==> src/rtl/axis_pkg.sv <==
// Shared types for the AXI-Stream frame length checker.
package axis_pkg;

  typedef enum logic {
    ST_PASS    = 1'b0,
    ST_DISCARD = 1'b1
  } state_e;

  localparam int unsigned STAT_WIDTH = 32;

endpackage

==> src/rtl/axis_out_reg.sv <==
// Single-entry AXI-Stream output register: loads when empty or draining, full throughput.
module axis_out_reg #(
  parameter int unsigned DATA_WIDTH = 8
) (
  input  logic                  clk_i,
  input  logic                  rst_ni,
  input  logic                  in_valid_i,
  output logic                  in_ready_o,
  input  logic [DATA_WIDTH-1:0] in_data_i,
  input  logic                  in_last_i,
  input  logic                  in_user_i,
  output logic                  out_valid_o,
  input  logic                  out_ready_i,
  output logic [DATA_WIDTH-1:0] out_data_o,
  output logic                  out_last_o,
  output logic                  out_user_o
);

  logic                  valid_q, valid_d;
  logic [DATA_WIDTH-1:0] data_q;
  logic                  last_q;
  logic                  user_q;
  logic                  load;

  assign in_ready_o = ~valid_q | out_ready_i;
  assign load       = in_valid_i & in_ready_o;
  assign valid_d    = load | (valid_q & ~out_ready_i);

  always_ff @(posedge clk_i or negedge rst_ni) begin
    if (!rst_ni) begin
      valid_q <= 1'b0;
      data_q  <= '0;
      last_q  <= 1'b0;
      user_q  <= 1'b0;
    end else begin
      valid_q <= valid_d;
      if (load) begin
        data_q <= in_data_i;
        last_q <= in_last_i;
        user_q <= in_user_i;
      end
    end
  end

  assign out_valid_o = valid_q;
  assign out_data_o  = data_q;
  assign out_last_o  = last_q;
  assign out_user_o  = user_q;

endmodule

==> src/rtl/axis_frame_len_check.sv <==
// AXI-Stream frame length checker: flags runts, truncates oversize frames with a forced tlast.
// Optional statistics counters are enabled by defining AXIS_LEN_CHECK_STATS_EN.
module axis_frame_len_check
  import axis_pkg::*;
#(
  parameter int unsigned DATA_WIDTH = 8,
  parameter int unsigned LEN_WIDTH  = 16
) (
  input  logic                  clk,
  input  logic                  rst,
  input  logic [LEN_WIDTH-1:0]  cfg_min_len,
  input  logic [LEN_WIDTH-1:0]  cfg_max_len,
  input  logic [DATA_WIDTH-1:0] input_axis_tdata,
  input  logic                  input_axis_tvalid,
  output logic                  input_axis_tready,
  input  logic                  input_axis_tlast,
  input  logic                  input_axis_tuser,
  output logic [DATA_WIDTH-1:0] output_axis_tdata,
  output logic                  output_axis_tvalid,
  input  logic                  output_axis_tready,
  output logic                  output_axis_tlast,
  output logic                  output_axis_tuser,
`ifdef AXIS_LEN_CHECK_STATS_EN
  output logic [STAT_WIDTH-1:0] stat_good_frames,
  output logic [STAT_WIDTH-1:0] stat_short_frames,
  output logic [STAT_WIDTH-1:0] stat_long_frames,
`endif
  output logic                  err_short,
  output logic                  err_long
);

  state_e               state_q, state_d;
  logic [LEN_WIDTH-1:0] cnt_q, cnt_d;
  logic [LEN_WIDTH-1:0] min_q, min_d;
  logic [LEN_WIDTH-1:0] max_q, max_d;
  logic                 err_short_q, err_short_d;
  logic                 err_long_q, err_long_d;

  logic                 reg_ready;
  logic                 accept;
  logic                 beat_valid;
  logic                 beat_last;
  logic                 beat_user;
  logic [LEN_WIDTH-1:0] n;
  logic [LEN_WIDTH-1:0] lim_min;
  logic [LEN_WIDTH-1:0] lim_max;
  logic                 runt;
  logic                 over;
  logic                 hit_max;

  assign input_axis_tready = (state_q == ST_DISCARD) | reg_ready;
  assign accept            = input_axis_tvalid & input_axis_tready;

  // Limits come straight from the config ports on a frame's first beat, so the
  // latched copy is only consulted from the second beat onwards.
  assign lim_min = (cnt_q == '0) ? cfg_min_len : min_q;
  assign lim_max = (cnt_q == '0) ? cfg_max_len : max_q;
  assign n       = (cnt_q == '1) ? cnt_q : cnt_q + LEN_WIDTH'(1);
  assign runt    = (lim_min > LEN_WIDTH'(1)) & (n < lim_min);
  assign over    = (lim_max != '0) & (n > lim_max);
  assign hit_max = (lim_max != '0) & (n == lim_max);

  always_comb begin
    state_d     = state_q;
    cnt_d       = cnt_q;
    min_d       = min_q;
    max_d       = max_q;
    err_short_d = 1'b0;
    err_long_d  = 1'b0;
    beat_valid  = 1'b0;
    beat_last   = 1'b0;
    beat_user   = 1'b0;
    case (state_q)
      ST_PASS: begin
        beat_valid = input_axis_tvalid;
        if (!input_axis_tlast && hit_max) begin
          beat_last = 1'b1;
          beat_user = 1'b1;
        end else if (input_axis_tlast) begin
          beat_last = 1'b1;
          beat_user = input_axis_tuser | runt | over;
        end
        if (accept) begin
          if (cnt_q == '0) begin
            min_d = cfg_min_len;
            max_d = cfg_max_len;
          end
          if (!input_axis_tlast && hit_max) begin
            err_long_d = 1'b1;
            cnt_d      = '0;
            state_d    = ST_DISCARD;
          end else if (input_axis_tlast) begin
            err_short_d = runt;
            cnt_d       = '0;
          end else begin
            cnt_d = n;
          end
        end
      end
      ST_DISCARD: begin
        if (accept && input_axis_tlast) begin
          state_d = ST_PASS;
          cnt_d   = '0;
        end
      end
      default: state_d = ST_PASS;
    endcase
  end

  always_ff @(posedge clk or negedge rst) begin
    if (!rst) begin
      state_q     <= ST_PASS;
      cnt_q       <= '0;
      min_q       <= '0;
      max_q       <= '0;
      err_short_q <= 1'b0;
      err_long_q  <= 1'b0;
    end else begin
      state_q     <= state_d;
      cnt_q       <= cnt_d;
      min_q       <= min_d;
      max_q       <= max_d;
      err_short_q <= err_short_d;
      err_long_q  <= err_long_d;
    end
  end

  assign err_short = err_short_q;
  assign err_long  = err_long_q;

  axis_out_reg #(
    .DATA_WIDTH(DATA_WIDTH)
  ) u_out_reg (
    .clk_i      (clk),
    .rst_ni     (rst),
    .in_valid_i (beat_valid),
    .in_ready_o (reg_ready),
    .in_data_i  (input_axis_tdata),
    .in_last_i  (beat_last),
    .in_user_i  (beat_user),
    .out_valid_o(output_axis_tvalid),
    .out_ready_i(output_axis_tready),
    .out_data_o (output_axis_tdata),
    .out_last_o (output_axis_tlast),
    .out_user_o (output_axis_tuser)
  );

`ifdef AXIS_LEN_CHECK_STATS_EN
  logic [STAT_WIDTH-1:0] good_q, short_q, long_q;
  logic                  good_evt;

  assign good_evt = output_axis_tvalid & output_axis_tready & output_axis_tlast & ~output_axis_tuser;

  always_ff @(posedge clk or negedge rst) begin
    if (!rst) begin
      good_q  <= '0;
      short_q <= '0;
      long_q  <= '0;
    end else begin
      if (good_evt && good_q != '1)     good_q  <= good_q + STAT_WIDTH'(1);
      if (err_short_q && short_q != '1) short_q <= short_q + STAT_WIDTH'(1);
      if (err_long_q && long_q != '1)   long_q  <= long_q + STAT_WIDTH'(1);
    end
  end

  assign stat_good_frames  = good_q;
  assign stat_short_frames = short_q;
  assign stat_long_frames  = long_q;
`endif

endmodule
==> config.mk <==
export PLATFORM = sky130hd
export DESIGN_NAME = axis_frame_len_check
export DESIGN_NICKNAME = d
export VERILOG_FILES = /design/src/rtl/axis_pkg.sv /design/src/rtl/axis_out_reg.sv /design/src/rtl/axis_frame_len_check.sv
export SDC_FILE = /design/constraint.sdc
export NUM_CORES = 1
export LEC_CHECK = 0
export CORE_ASPECT_RATIO = 2
export CORE_MARGIN = 2
export CORE_UTILIZATION = 57
export DETAILED_ROUTE_END_ITERATION = 10
export GPL_TIMING_DRIVEN = 0
export PLACE_DENSITY = 0.84
export SYNTH_ARGS = -nofsm -noshare
export SYNTH_HDL_FRONTEND = slang
export SYNTH_SLANG_ARGS = --single-unit
==> constraint.sdc <==
create_clock -name clk -period 9.9 [get_ports clk]
set_input_delay 2.475 -clock clk [delete_from_list [all_inputs] [get_ports clk]]
set_output_delay 2.475 -clock clk [all_outputs]
set_load 0.1 [all_outputs]
==> metrics.md <==
| Metric | Value |
|---|---|
| Run status | `finished, final reports clean` |
| Crit Path Class | `primary input to output pin` |
| DRT Pass-1 Iters | `7` |
| Ys flop type | `dfrtp_1` |
| Clock Pin Slew Worst Setup and Hold Paths | `roughly 0.060 ns` |
| Slew HR | `32.4%` |
| Placed cell areas | `0.00463 mm^2` |
| HPWL after DPL | `around 8.3 mm` |
| Count of state elements after synthesis | `62` |
| Post-synth ARST share | `100%` |
| Ys Warns | `0` |
| Maxcap violations | `0` |
| Pins Over Slew Limit | `0` |
| Root Buffer | `clkbuf_16` |
| Largest net degree at the start of global routing | `33` |
| Die Wd | `around 63 um` |
| Core box area | `0.00662 mm^2` |
| Nets@finish | `between 500 and 600` |
| Sw frac | `a little over a third` |
| Slew at the pin closest to its max-slew limit | `around 1.0 ns` |
| Switching power | `0.363 mW` |
| Clock Power Share | `34.3%` |
| Remaining DRCs | `0` |
| Synthesized cell area | `0.00392 mm^2` |
| Post-layout min period | `6.77 ns` |
| Post-synth top area cell | `dfrtp_1` |
| ANT cells | `0` |
| DR vias | `3551` |
| Worst-Skew Late Latency | `~0.34 ns` |
| DR WL/cell | `approximately 19 um` |
| VDD IR-drop max | `between 0.1 and 0.15 mV` |
| Setup ws final | `3.13 ns` |
| F_max | `0.148 GHz` |
| Final setup fails | `0` |
| I/O Pins | `60` |
| Vias in the first global route | `3713` |
| Required @ worst endpoint | `around 7.4 ns` |
| # Post-CTS Setup Buffers | `0` |
| Hold WC Path Type | `register to register` |
| Skew final | `0.00913 ns` |
| P_leak | `2.33 nW` |
| Mapped Cells | `403` |
| Unrepaired setup endpoints after global routing | `false` |
| Synth-to-layout area growth | `26.5%` |
| Clk sinks | `a little over 60` |
| Longest Clk Path Bufs | `2` |
| Critical Path AT | `4.29 ns` |
| Mapped Nets | `481` |
| Initial Util | `roughly three fifths` |
| Pint | `around 0.65 mW` |
| Layout cell share with drive strength beyond 1 | `9.19%` |
| Reg power frac | `about a third` |
| # resized after CTS | `0` |
| Fin crit share | `68.4%` |
| Final hold violation count | `0` |
| Die Area | `~0.0076 mm^2` |
| # rows | `42` |
| Dpl ws | `3.13 ns` |
| CTS tree | `built` |
| Critical Path Fanout Max | `4` |
| Via-per-instance ratio | `approximately 6.3` |
| CP Capture Type | `output pin` |
| Total GRT Usage | `31.4%` |
| Post-route cell area | `0.00496 mm^2` |
| Non-Filler Instances | `567` |
| Routed wire length | `about 11 mm` |
| DR iter-0 viols | `around 280` |
| WHS | `0.475 ns` |
| Netlist cell types | `about 50` |
| Syn_area_per_cell | `between 9 and 10 um^2` |
| Number of enable flip-flop cells after synthesis | `0` |
| Remaining antenna violation count | `0` |
| Die Y | `121 um` |
| First-pass GRT wire length | `18.2 mm` |
| GRT Residual Overflow | `0` |
| CP Launch Type | `primary input` |
| Synth area leaders | `dfrtp_1 (40%), ha_1 (10%), mux2i_1 (7.7%), nand2_1 (6.6%), o21ai_0 (5.4%)` |
| PwrDens | `about 200 mW/mm^2` |
| CTS Buf Count | `9` |
| H-Tree Depth | `3` |
| Port bufs | `59` |
| Initial antenna violation count | `0` |
| Post-placement cell count | `551` |
| Setup TNS | `0 ns` |
| Sequential area share after synthesis | `39.6%` |
| Top cell type's share of synthesized area | `39.6%` |
| Final GP Congestion | `0.893` |
| Hold Buf Count CTS | `0` |
| Combinational power share | `roughly a third` |
## per-layer routing
metal	track usage, %	up-vias	share of wire [%]
met5	0	-	0
met4	25.4	0	7.6
met3	6.49	75	5.6
met2	54.3	153	52
met1	32.1	1689	34
li1	-	1634	-
## final timing paths
kind,from,slack (ns),end,cells past startpoint
max in group asynchronous,rst,7.07,cnt_q[8],2
worst max register to register,cnt_q[9],5.92,u_out_reg.out_user_o,12
worst min register to register,u_out_reg.out_data_o[1],0.47,u_out_reg.out_data_o[1],2
min in group asynchronous,rst,2.19,u_out_reg.out_data_o[4],1
worst min-delay path,u_out_reg.out_data_o[1],0.47,u_out_reg.out_data_o[1],2
worst max-delay path,output_axis_tready,3.13,input_axis_tready,4
## critical path, stage by stage
cell and delay (ns):
clkdlybuf4s50_1 0.44, nand2b_1 0.14, or2_2 0.12, clkdlybuf4s50_1 1.12
## synth_stat cells, drive strengths merged (2+ instances only)
cell type   n
a31oi       3
inv         5
xor2        5
a21oi       8
mux2        5
nand3       4
nor4b       2
nand4      14
a22o       11
nor2b       4
a211oi      2
mux2i      31
nand2b      6
nor3        5
clkbuf     11
nor2       13
nor4       20
buf         9
o31ai       4
ha         32
dfrtp      62
nand2      69
o21ai      44
xnor2      10
a21o        8
## power by group through the flow
| stage | clock [mW] | combinational (mW) | sequential (mW) |
|---|---|---|---|
| finish | 0.347 | 0.328 | 0.337 |
| global route | 0.357 | 0.357 | 0.344 |
| CTS | 0.346 | 0.327 | 0.336 |
| detailed placement | 0 | 0.322 | 0.340 |
| global placement | 0 | 0.309 | 0.337 |
| floorplan | 0 | 0.185 | 0.376 |
## cell type report
cell class / count / area (um^2)
Multi-Input combinational cell: 316 / 2250
Timing Repair Buffer: 60 / 606
Tap cell: 88 / 110
Clock buffer: 9 / 225
Buffer: 20 / 95.1
Fill cell: 480 / 1660
Inverter: 5 / 18.8
Sequential cell: 62 / 1550
Clock inverter: 7 / 97.6
## through the flow
step | util [%] | power [mW]
floorplan | - | 0.561
CTS | 74.9 | 1.01
detailed placement | 70.0 | 0.663
global placement | 69.8 | 0.646
finish | 74.9 | 1.01
global route | 74.9 | 1.06
## registers in the layout, summed over array words and instances, names as in the netlist
| register | count |
|---|---|
| cnt_q | 16 |
| err_long | 1 |
| err_short | 1 |
| max_q | 16 |
| min_q | 16 |
| state_q | 1 |
| u_out_reg.out_data_o | 8 |
| u_out_reg.out_last_o | 1 |
| u_out_reg.out_user_o | 1 |
| u_out_reg.out_valid_o | 1 |
## layout by cell type (no fill, tap or decap), types with 6 or more instances in the layout
cell             Yosys  layout
a21o_1               8       8
a21oi_1              8       8
a22o_1              11      11
buf_2                7       8
clkbuf_1            11      11
clkbuf_16            0       9
clkdlybuf4s50_1      0      58
dfrtp_1             62      62
ha_1                32      32
mux2i_1             30      30
nand2_1             69      69
nand2b_1             6       6
nand4_1             11      11
nor2_1              12      12
nor4_1              19      19
o21ai_0             42      42
xnor2_1             10      10
## cell families after synthesis
| family | after synthesis | synth area share (%) |
|---|---|---|
| compound gates | 88 | 14.6 |
| xor+xnor | 15 | 3.35 |
| fa+ha+maj | 32 | 10.2 |
| buf+inv | 25 | 2.91 |
| flops | 62 | 39.6 |
| mux | 36 | 9.67 |
| simple gates | 145 | 19.7 |
No activity file was read; power rests on OpenSTA's default activity.
